`config.mk`:
```
export PLATFORM = sky130hd
export DESIGN_NAME = serial_word_deserializer_flat
export DESIGN_NICKNAME = d
export VERILOG_FILES = /design/src/rtl/serial_word_deserializer_if.sv /design/src/rtl/serial_word_deserializer.sv /design/src/flat_wrapper.sv
export SDC_FILE = /design/constraint.sdc
export NUM_CORES = 1
export LEC_CHECK = 0
export CAP_MARGIN = 20
export CORE_UTILIZATION = 40
export DETAILED_ROUTE_END_ITERATION = 8
export GPL_ROUTABILITY_DRIVEN = 0
export PLACE_DENSITY_LB_ADDON = 0.08
export SETUP_SLACK_MARGIN = 0.1
export SLEW_MARGIN = 5
export SYNTH_ARGS = -nofsm -noshare
export SYNTH_HDL_FRONTEND = slang
export SYNTH_SLANG_ARGS = --single-unit
```
`constraint.sdc`:
```
create_clock -name clk -period 1.79 [get_ports clk]
set_input_delay 0.358 -clock clk [delete_from_list [all_inputs] [get_ports clk]]
set_output_delay 0.358 -clock clk [all_outputs]
set_load 0.005 [all_outputs]
```
`src/rtl/serial_word_deserializer_if.sv`:
```
// Serial-in / word-out bundle between the shifter control, the deserializer and its consumer.
// master drives bits and the consumer handshake; slave is the deserializer itself.
interface serial_word_deserializer_if #(
  parameter int WIDTH = 4
);
  logic             sin;
  logic             sin_valid;
  logic             sof;
  logic [WIDTH-1:0] dout;
  logic             dout_valid;
  logic             dout_ready;
  logic             overrun;
  logic             overrun_clr;
  logic             frame_err;
  logic             busy;

  modport master (
    output sin, sin_valid, sof, dout_ready, overrun_clr,
    input  dout, dout_valid, overrun, frame_err, busy
  );

  modport slave (
    input  sin, sin_valid, sof, dout_ready, overrun_clr,
    output dout, dout_valid, overrun, frame_err, busy
  );
endinterface

```
`src/rtl/serial_word_deserializer.sv`:
```
// Reassembles an LSB-first serial stream into WIDTH-bit words; word valid 1 cycle after its last bit.
// One-word holding buffer: a word completing while the buffer is full and not draining is dropped (overrun).
module serial_word_deserializer #(
  parameter int WIDTH = 4
) (
  input logic                      clk,
  input logic                      rst,
  serial_word_deserializer_if.slave bus
);

  localparam int CW = $clog2(WIDTH + 1);

  typedef enum logic {
    IDLE  = 1'b0,
    SHIFT = 1'b1
  } state_t;

  state_t           state_q, state_d;
  logic [WIDTH-1:0] sreg_q, sreg_d;
  logic [CW-1:0]    cnt_q, cnt_d;
  logic [WIDTH-1:0] dout_q, dout_d;
  logic             dout_valid_q, dout_valid_d;
  logic             overrun_q, overrun_d;
  logic             frame_err_q, frame_err_d;

  logic [WIDTH-1:0] start_word;
  logic [WIDTH-1:0] shifted_word;
  logic             complete;
  logic             drop;

  // New bits enter at the MSB so the first bit lands in bit 0 after WIDTH shifts.
  assign start_word   = WIDTH'(bus.sin) << (WIDTH - 1);
  assign shifted_word = (sreg_q >> 1) | start_word;

  always_comb begin
    state_d  = state_q;
    sreg_d   = sreg_q;
    cnt_d    = cnt_q;
    complete = 1'b0;
    frame_err_d = 1'b0;

    if (bus.sin_valid) begin
      case (state_q)
        IDLE: begin
          if (bus.sof) begin
            sreg_d = start_word;
            if (WIDTH == 1) begin
              complete = 1'b1;
              cnt_d    = '0;
            end else begin
              cnt_d   = CW'(1);
              state_d = SHIFT;
            end
          end
        end
        SHIFT: begin
          if (bus.sof) begin
            frame_err_d = 1'b1;
            sreg_d      = start_word;
            cnt_d       = CW'(1);
          end else begin
            sreg_d = shifted_word;
            if (cnt_q == CW'(WIDTH - 1)) begin
              complete = 1'b1;
              cnt_d    = '0;
              state_d  = IDLE;
            end else begin
              cnt_d = cnt_q + CW'(1);
            end
          end
        end
        default: state_d = IDLE;
      endcase
    end
  end

  always_comb begin
    dout_d       = dout_q;
    dout_valid_d = dout_valid_q;
    overrun_d    = overrun_q;
    drop         = 1'b0;

    if (complete) begin
      if (!dout_valid_q || bus.dout_ready) begin
        dout_d       = sreg_d;
        dout_valid_d = 1'b1;
      end else begin
        drop = 1'b1;
      end
    end else if (dout_valid_q && bus.dout_ready) begin
      dout_valid_d = 1'b0;
    end

    // A drop on the same edge as a clear must leave the flag set.
    if (bus.overrun_clr) overrun_d = 1'b0;
    if (drop)            overrun_d = 1'b1;
  end

  always_ff @(posedge clk or negedge rst) begin
    if (!rst) begin
      state_q      <= IDLE;
      sreg_q       <= '0;
      cnt_q        <= '0;
      dout_q       <= '0;
      dout_valid_q <= 1'b0;
      overrun_q    <= 1'b0;
      frame_err_q  <= 1'b0;
    end else begin
      state_q      <= state_d;
      sreg_q       <= sreg_d;
      cnt_q        <= cnt_d;
      dout_q       <= dout_d;
      dout_valid_q <= dout_valid_d;
      overrun_q    <= overrun_d;
      frame_err_q  <= frame_err_d;
    end
  end

  assign bus.dout       = dout_q;
  assign bus.dout_valid = dout_valid_q;
  assign bus.overrun    = overrun_q;
  assign bus.frame_err  = frame_err_q;
  assign bus.busy       = (state_q == SHIFT);

endmodule
```
`src/flat_wrapper.sv`:
```
// flat-port wrapper written by rule: the top's interface ports become plain ports
module serial_word_deserializer_flat 
#(
  parameter int WIDTH = 4
)
  (clk, rst, bus_sin, bus_sin_valid, bus_sof, bus_dout_ready, bus_overrun_clr, bus_dout, bus_dout_valid, bus_overrun, bus_frame_err, bus_busy);
  serial_word_deserializer_if #(.WIDTH(WIDTH)) bus_i ();
  input logic clk;
  input logic rst;
  input wire logic [$bits(bus_i.sin)-1:0] bus_sin;
  input wire logic [$bits(bus_i.sin_valid)-1:0] bus_sin_valid;
  input wire logic [$bits(bus_i.sof)-1:0] bus_sof;
  input wire logic [$bits(bus_i.dout_ready)-1:0] bus_dout_ready;
  input wire logic [$bits(bus_i.overrun_clr)-1:0] bus_overrun_clr;
  output wire logic [$bits(bus_i.dout)-1:0] bus_dout;
  output wire logic [$bits(bus_i.dout_valid)-1:0] bus_dout_valid;
  output wire logic [$bits(bus_i.overrun)-1:0] bus_overrun;
  output wire logic [$bits(bus_i.frame_err)-1:0] bus_frame_err;
  output wire logic [$bits(bus_i.busy)-1:0] bus_busy;
  assign bus_i.sin = bus_sin;
  assign bus_i.sin_valid = bus_sin_valid;
  assign bus_i.sof = bus_sof;
  assign bus_i.dout_ready = bus_dout_ready;
  assign bus_i.overrun_clr = bus_overrun_clr;
  assign bus_dout = bus_i.dout;
  assign bus_dout_valid = bus_i.dout_valid;
  assign bus_overrun = bus_i.overrun;
  assign bus_frame_err = bus_i.frame_err;
  assign bus_busy = bus_i.busy;
  serial_word_deserializer #(.WIDTH(WIDTH)) u_core (.clk(clk), .rst(rst), .bus(bus_i));
endmodule
```
==> results.toml, run 1 <==
[synth]
netlist_area_sq_um = 685.7
synth_area_leaders = "dfrtp_1, inv_1, mux2i_1, a32oi_1, o21ai_0"
syn-num-nets = 69
synth-seq-cells = 15
synth_cells = 61
synth.avg_cell_area_sq_um = 11.24
synth-seq-area-share = 0.5474
yosys_warnings = 0
synth_cell_types = 25
synth_top_cell_by_area = "dfrtp_1"
yosysTopAreaCellShare = 0.5474

[place]
place_hpwl_um = 829.8
port_buffers = 14

[status]
run_status = "finished with violations"
violations = "DRC"

[power]
peakVddDrop_mv = 0.5961
combPwrFrac = 0.372
leakagePower_nw = 0.4067
p_sw_frac = 0.2957
power.share.clock = 0.171
seq_power_share = 0.457
switchingPower_mw = 0.3209
powerDensity_mw_per_mm2 = 1205
power.internal_mw = 0.7644

[floorplan]
coreArea_sq_mm = 0.001559
die_area_sq_mm = 0.001884
die_h_um = 43.40
initial_core_util = 0.4398
rows = 14
die_w_um = 43.40
ios = 15

[layout]
final_common_cell = "dfrtp_1"
antenna_cells = 0
nets = 91
area_delta_synth_final_pct = 31.39
final_cell_mix = "dfrtp_1, clkdlybuf4s50_1, inv_1, buf_4, o21ai_0"
drive_gt1_frac = 0.1707
utilization = 0.5778

[sta]
period_minus_slack_ns = 1.566
rsz0062_at_grt = "false"
fin_setup_tns_ns = 0
tightest_slew_ns = 0.2507
finalSetupViolCount = 0
clock.fmax_mhz = 638.5
fin_worst_skew_ns = 0.002828
hold_viol = 0
fin_crit_sh = 0.8749
relSlewSlack = 0.8322
maxSlewViolCount = 0

[drt]
num_vias = 485
wire_per_inst_um = 11.36
drt_iter0_drc = 8
ant_nets = 0
wirelength_mm = 1.113
via_per_inst = 4.949
drc = 2
dr.pass1.iters = 6

[global_routing]
grt_pass1_wl_mm = 1.863
grt_max_degree = 16
grt_antenna_before_repair = 0
grt_pass1_vias = 438
overflow = 0
track_usage = 0.1396

[cts]
clk_pin_slew_ns = 0.08
clkSinkCount = 15
h-tree-depth = 1
postCtsResizedCells = 0
cts_setup_buffers = 0
clk_latency_ns = 0.27
cts_buffer_depth = 2
cts_tree = "done"
cts_hold_buf = 0
cts_root_buf = "clkbuf_4"
cts_buffers = 3

[worst_setup_path]
cp_max_fo = 5
critPathCaptureType = "output port"
ff2ff_setup_slack_ns = 0.41
cp_top_family = "buffers and inverters"
critical_path_buf_inv_count = 1
startpoint = "u_core.bus.busy"
slowest_stage = "clkdlybuf4s50_1"
slowest_delay_ns = 0.53
r2r_cells = 5
crit_path_end = "bus_busy"
crit_cells = 1
cp.required_ns = 1.43
critPathKind = "flip-flop to output port"
crit_arrival_ns = 1.21
cp_cell_sequence = "clkdlybuf4s50_1"
cp-start-kind = "flip-flop"
r2r-end = "u_core.bus.dout[1]"
r2r-start = "u_core.cnt_q[0]"

[job]
cap_violations = 0

[min_path]
hold_path_class = "input port to asynchronous set/reset pin"
==> stage by stage <==
| step | power, mW | instances | area, sq um | hold slack [ns] | setup WS (ns) |
|---|---|---|---|---|---|
| finish | 1.085 | 98 | 900.9 | 0.3810 | 0.2239 |
| global route | 1.169 | 98 | 900.9 | 0.4144 | 0.1879 |
| CTS | 1.101 | 98 | 900.9 | 0.3851 | 0.2093 |
| detailed placement | 0.9135 | 94 | 874.6 | 0.4812 | 0.05182 |
| global placement | 0.9070 | 94 | 874.6 | 0.4725 | 0.03587 |
| floorplan | 0.7135 | 61 | 685.7 | 0.06241 | 0.3692 |
==> power by group through the flow <==
| stage | Sequential [mW] | Clock [mW] | Combinational, mW |
|---|---|---|---|
| global route | 0.513 | 0.207 | 0.449 |
| finish | 0.496 | 0.185 | 0.404 |
| detailed placement | 0.503 | 0 | 0.410 |
| floorplan | 0.499 | 0 | 0.214 |
| global placement | 0.503 | 0 | 0.404 |
| CTS | 0.498 | 0.193 | 0.410 |
==> worst min-delay path by stage <==
stage	startpoint	end	slack, ns	cells after the start
floorplan	rst	u_core.bus.busy	0.06	0
global placement	u_core.cnt_q[2]	u_core.cnt_q[2]	0.47	1
detailed placement	u_core.cnt_q[2]	u_core.cnt_q[2]	0.48	1
CTS	rst	u_core.bus.dout_valid	0.39	2
global route	rst	u_core.sreg_q[3]	0.41	2
finish	rst	u_core.sreg_q[3]	0.38	2
==> flip-flops by register name, indices dropped and copies added, names as in the netlist <==
| register | cells |
|---|---|
| u_core.bus.dout | 4 |
| u_core.bus.overrun | 1 |
| u_core.sreg_q | 4 |
| u_core.cnt_q | 3 |
| u_core.bus.busy | 1 |
| u_core.bus.dout_valid | 1 |
| u_core.bus.frame_err | 1 |
==> layout make-up <==
type	instances	area, sq um
fill	130	658.1
sequential	15	375.4
multi-input combinational	33	256.5
timing repair buffer	20	185.2
inverter	10	37.54
clock buffer	4	26.28
tap	16	20.02
==> cell usage after synthesis <==
cell type	n
nand3_1	1
mux2_4	1
clkbuf_1	1
a32oi_1	3
ha_1	1
nand2b_1	1
inv_1	10
o21a_1	2
a31o_2	1
nand2b_4	1
o21ai_0	5
a21oi_1	1
nand2_1	4
mux2i_1	3
o22ai_1	2
dfrtp_1	15
a22o_1	1
buf_2	1
or3_1	1
nor2_1	1
nor4b_4	1
mux2_2	1
nor2b_1	1
and3_1	1
buf_4	1
==> cells by family after synthesis <==
logic type,synth area share
AND/OR/NAND/NOR,0.1259
flip-flops,0.5474
multiplexers,0.08211
adder cells (fa/ha/maj),0.01825
AO/OA/AOI/OAI,0.1478
buffers and inverters,0.07846
==> per-layer routing <==
metal,vias to the layer above,part of all wire,track usage,routed length (um)
met3,4,0.073,0.02917,81
li1,252,-,-,-
met5,-,0,0,0
met4,0,0.019,0.09375,21
met1,213,0.49,0.1907,549
met2,16,0.42,0.2000,462
(Power assumes the default switching activity.)
==> run 2: changes to the inputs <==
--- a/config.mk
+++ b/config.mk
@@ -11,7 +11,6 @@
 export GPL_ROUTABILITY_DRIVEN = 0
 export PLACE_DENSITY_LB_ADDON = 0.08
 export SETUP_SLACK_MARGIN = 0.1
-export SLEW_MARGIN = 5
 export SYNTH_ARGS = -nofsm -noshare
 export SYNTH_HDL_FRONTEND = slang
 export SYNTH_SLANG_ARGS = --single-unit
==> results of run 2 <==
The final DEF is identical to that of run 1; final timing and power are the same.
==> run 3: changes to the inputs <==
--- a/config.mk
+++ b/config.mk
@@ -10,6 +10,7 @@
 export DETAILED_ROUTE_END_ITERATION = 8
 export GPL_ROUTABILITY_DRIVEN = 0
 export PLACE_DENSITY_LB_ADDON = 0.08
+export RECOVER_POWER = 100
 export SETUP_SLACK_MARGIN = 0.1
 export SYNTH_ARGS = -nofsm -noshare
 export SYNTH_HDL_FRONTEND = slang
==> results.toml, run 3 (same netlist as run 1, synthesis figures left out) <==
[status]
run_status = "finished with violations"
violations = "DRC"

[global_routing]
grt_antenna_before_repair = 0
grt_max_degree = 16
grt_pass1_wl_mm = 1.863
track_usage = 0.1396
grt_pass1_vias = 438
overflow = 0

[power]
combPwrFrac = 0.350
leakagePower_nw = 0.4107
switchingPower_mw = 0.3122
power.share.clock = 0.177
seq_power_share = 0.472
powerDensity_mw_per_mm2 = 1178
power.internal_mw = 0.7315
peakVddDrop_mv = 0.5897
p_sw_frac = 0.2991

[worst_setup_path]
critPathKind = "flip-flop to output port"
ff2ff_setup_slack_ns = 0.37
cp-start-kind = "flip-flop"
cp.required_ns = 1.43
r2r-end = "u_core.bus.dout[1]"
cp_max_fo = 5
critPathCaptureType = "output port"
slowest_delay_ns = 0.59
r2r-start = "u_core.cnt_q[0]"
slowest_stage = "dlygate4sd3_1"
cp_cell_sequence = "dlygate4sd3_1"
cp_top_family = "buffers and inverters"
crit_arrival_ns = 1.28
critical_path_buf_inv_count = 1
r2r_cells = 5

[floorplan]
initial_core_util = 0.4398
rows = 14
die_w_um = 43.40
coreArea_sq_mm = 0.001559
die_h_um = 43.40
die_area_sq_mm = 0.001884
ios = 15

[drt]
wl_met1_um = 569
highest_layer = "met4"
drc = 2
dr.pass1.iters = 6
ant_nets = 0
wl_met3_um = 60
wirelength_mm = 1.092
via_per_inst = 4.898
num_vias = 480
wire_per_inst_um = 11.14
wl_met2_um = 452
drt_iter0_drc = 5

[place]
port_buffers = 14
place_hpwl_um = 829.8

[sta]
maxSlewViolCount = 0
period_minus_slack_ns = 1.640
finalSetupViolCount = 0
fin_crit_sh = 0.9165
whs_ns = 0.4847
tightest_slew_ns = 0.7910
fin_setup_tns_ns = 0
relSlewSlack = 0.4727
clock.fmax_mhz = 609.6
fin_worst_skew_ns = 0.001545
rsz0062_at_grt = "false"
hold_viol = 0

[cts]
clkSinkCount = 15
cts_root_buf = "clkbuf_4"
postCtsResizedCells = 0
clk_latency_ns = 0.27
cts_setup_buffers = 0
cts_tree = "done"
cts_buffer_depth = 2
h-tree-depth = 1
clk_pin_slew_ns = 0.08
cts_buffers = 3
cts_hold_buf = 0

[layout]
utilization = 0.5682
drive_gt1_frac = 0.1220
final_cell_mix = "dfrtp_1, inv_1, dlygate4sd3_1, o21ai_0, clkdlybuf4s50_1"
final_common_cell = "dfrtp_1"
nets = 91
antenna_cells = 0
area_delta_synth_final_pct = 29.20

[job]
cap_violations = 0

[min_path]
whs_path_depth = 1
hp-start = "u_core.cnt_q[2]"
hold_path_class = "flip-flop to flip-flop"
whs_endpoint = "u_core.cnt_q[2]"
-- run 3: cell types whose count changed in the layout (fill, tap and decap cells not counted), sizes merged --
cell,delta
clkdlybuf4s50,-9
dlygate4sd3,+9
buf,-3
clkbuf,+3
-- run 3: final cells by class --
| class | count | area [sq um] |
|---|---|---|
| multi-input combinational | 33 | 249.0 |
| clock buffer | 4 | 26.28 |
| fill | 133 | 673.1 |
| sequential | 15 | 375.4 |
| tap | 16 | 20.02 |
| timing repair buffer | 20 | 177.7 |
| inverter | 10 | 37.54 |
-- run 3: worst max path at each step --
| stage | startpoint | endpoint | slack [ns] | cells past startpoint |
|---|---|---|---|---|
| 2_1_floorplan | u_core.cnt_q[0] | u_core.bus.dout[3] | 0.37 | 4 |
| 3_3_place_gp | bus_sof | u_core.bus.dout[1] | 0.04 | 5 |
| 3_5_place_dp | bus_sof | u_core.bus.dout[1] | 0.05 | 5 |
| 4_1_cts | u_core.bus.busy | bus_busy | 0.21 | 1 |
| 5_1_grt | u_core.bus.busy | bus_busy | 0.11 | 1 |
| 6_report | u_core.bus.busy | bus_busy | 0.15 | 1 |
-- run 3: metrics by stage --
| step | instance area [sq um] | power (mW) | instances | setup slack (ns) |
|---|---|---|---|---|
| 6_report | 885.9 | 1.044 | 98 | 0.1495 |
| 5_1_grt | 885.9 | 1.130 | 98 | 0.1144 |
| 4_1_cts | 900.9 | 1.101 | 98 | 0.2093 |
| 3_5_place_dp | 874.6 | 0.9135 | 94 | 0.05182 |
| 3_3_place_gp | 874.6 | 0.9070 | 94 | 0.03587 |
| 2_1_floorplan | 685.7 | 0.7135 | 61 | 0.3692 |
-- run 3: routing by layer --
metal  GRT usage  up-vias
met2      0.2000       13
met5           0        -
met1      0.1907      212
met4     0.09375        0
met3     0.02917        2
li1            -      253
-- run 3: power groups by stage --
stage | registers (mW) | clock network, mW | logic (mW)
floorplan | 0.499 | 0 | 0.214
global placement | 0.503 | 0 | 0.404
detailed placement | 0.503 | 0 | 0.410
CTS | 0.498 | 0.193 | 0.410
global route | 0.511 | 0.207 | 0.411
finish | 0.493 | 0.185 | 0.365
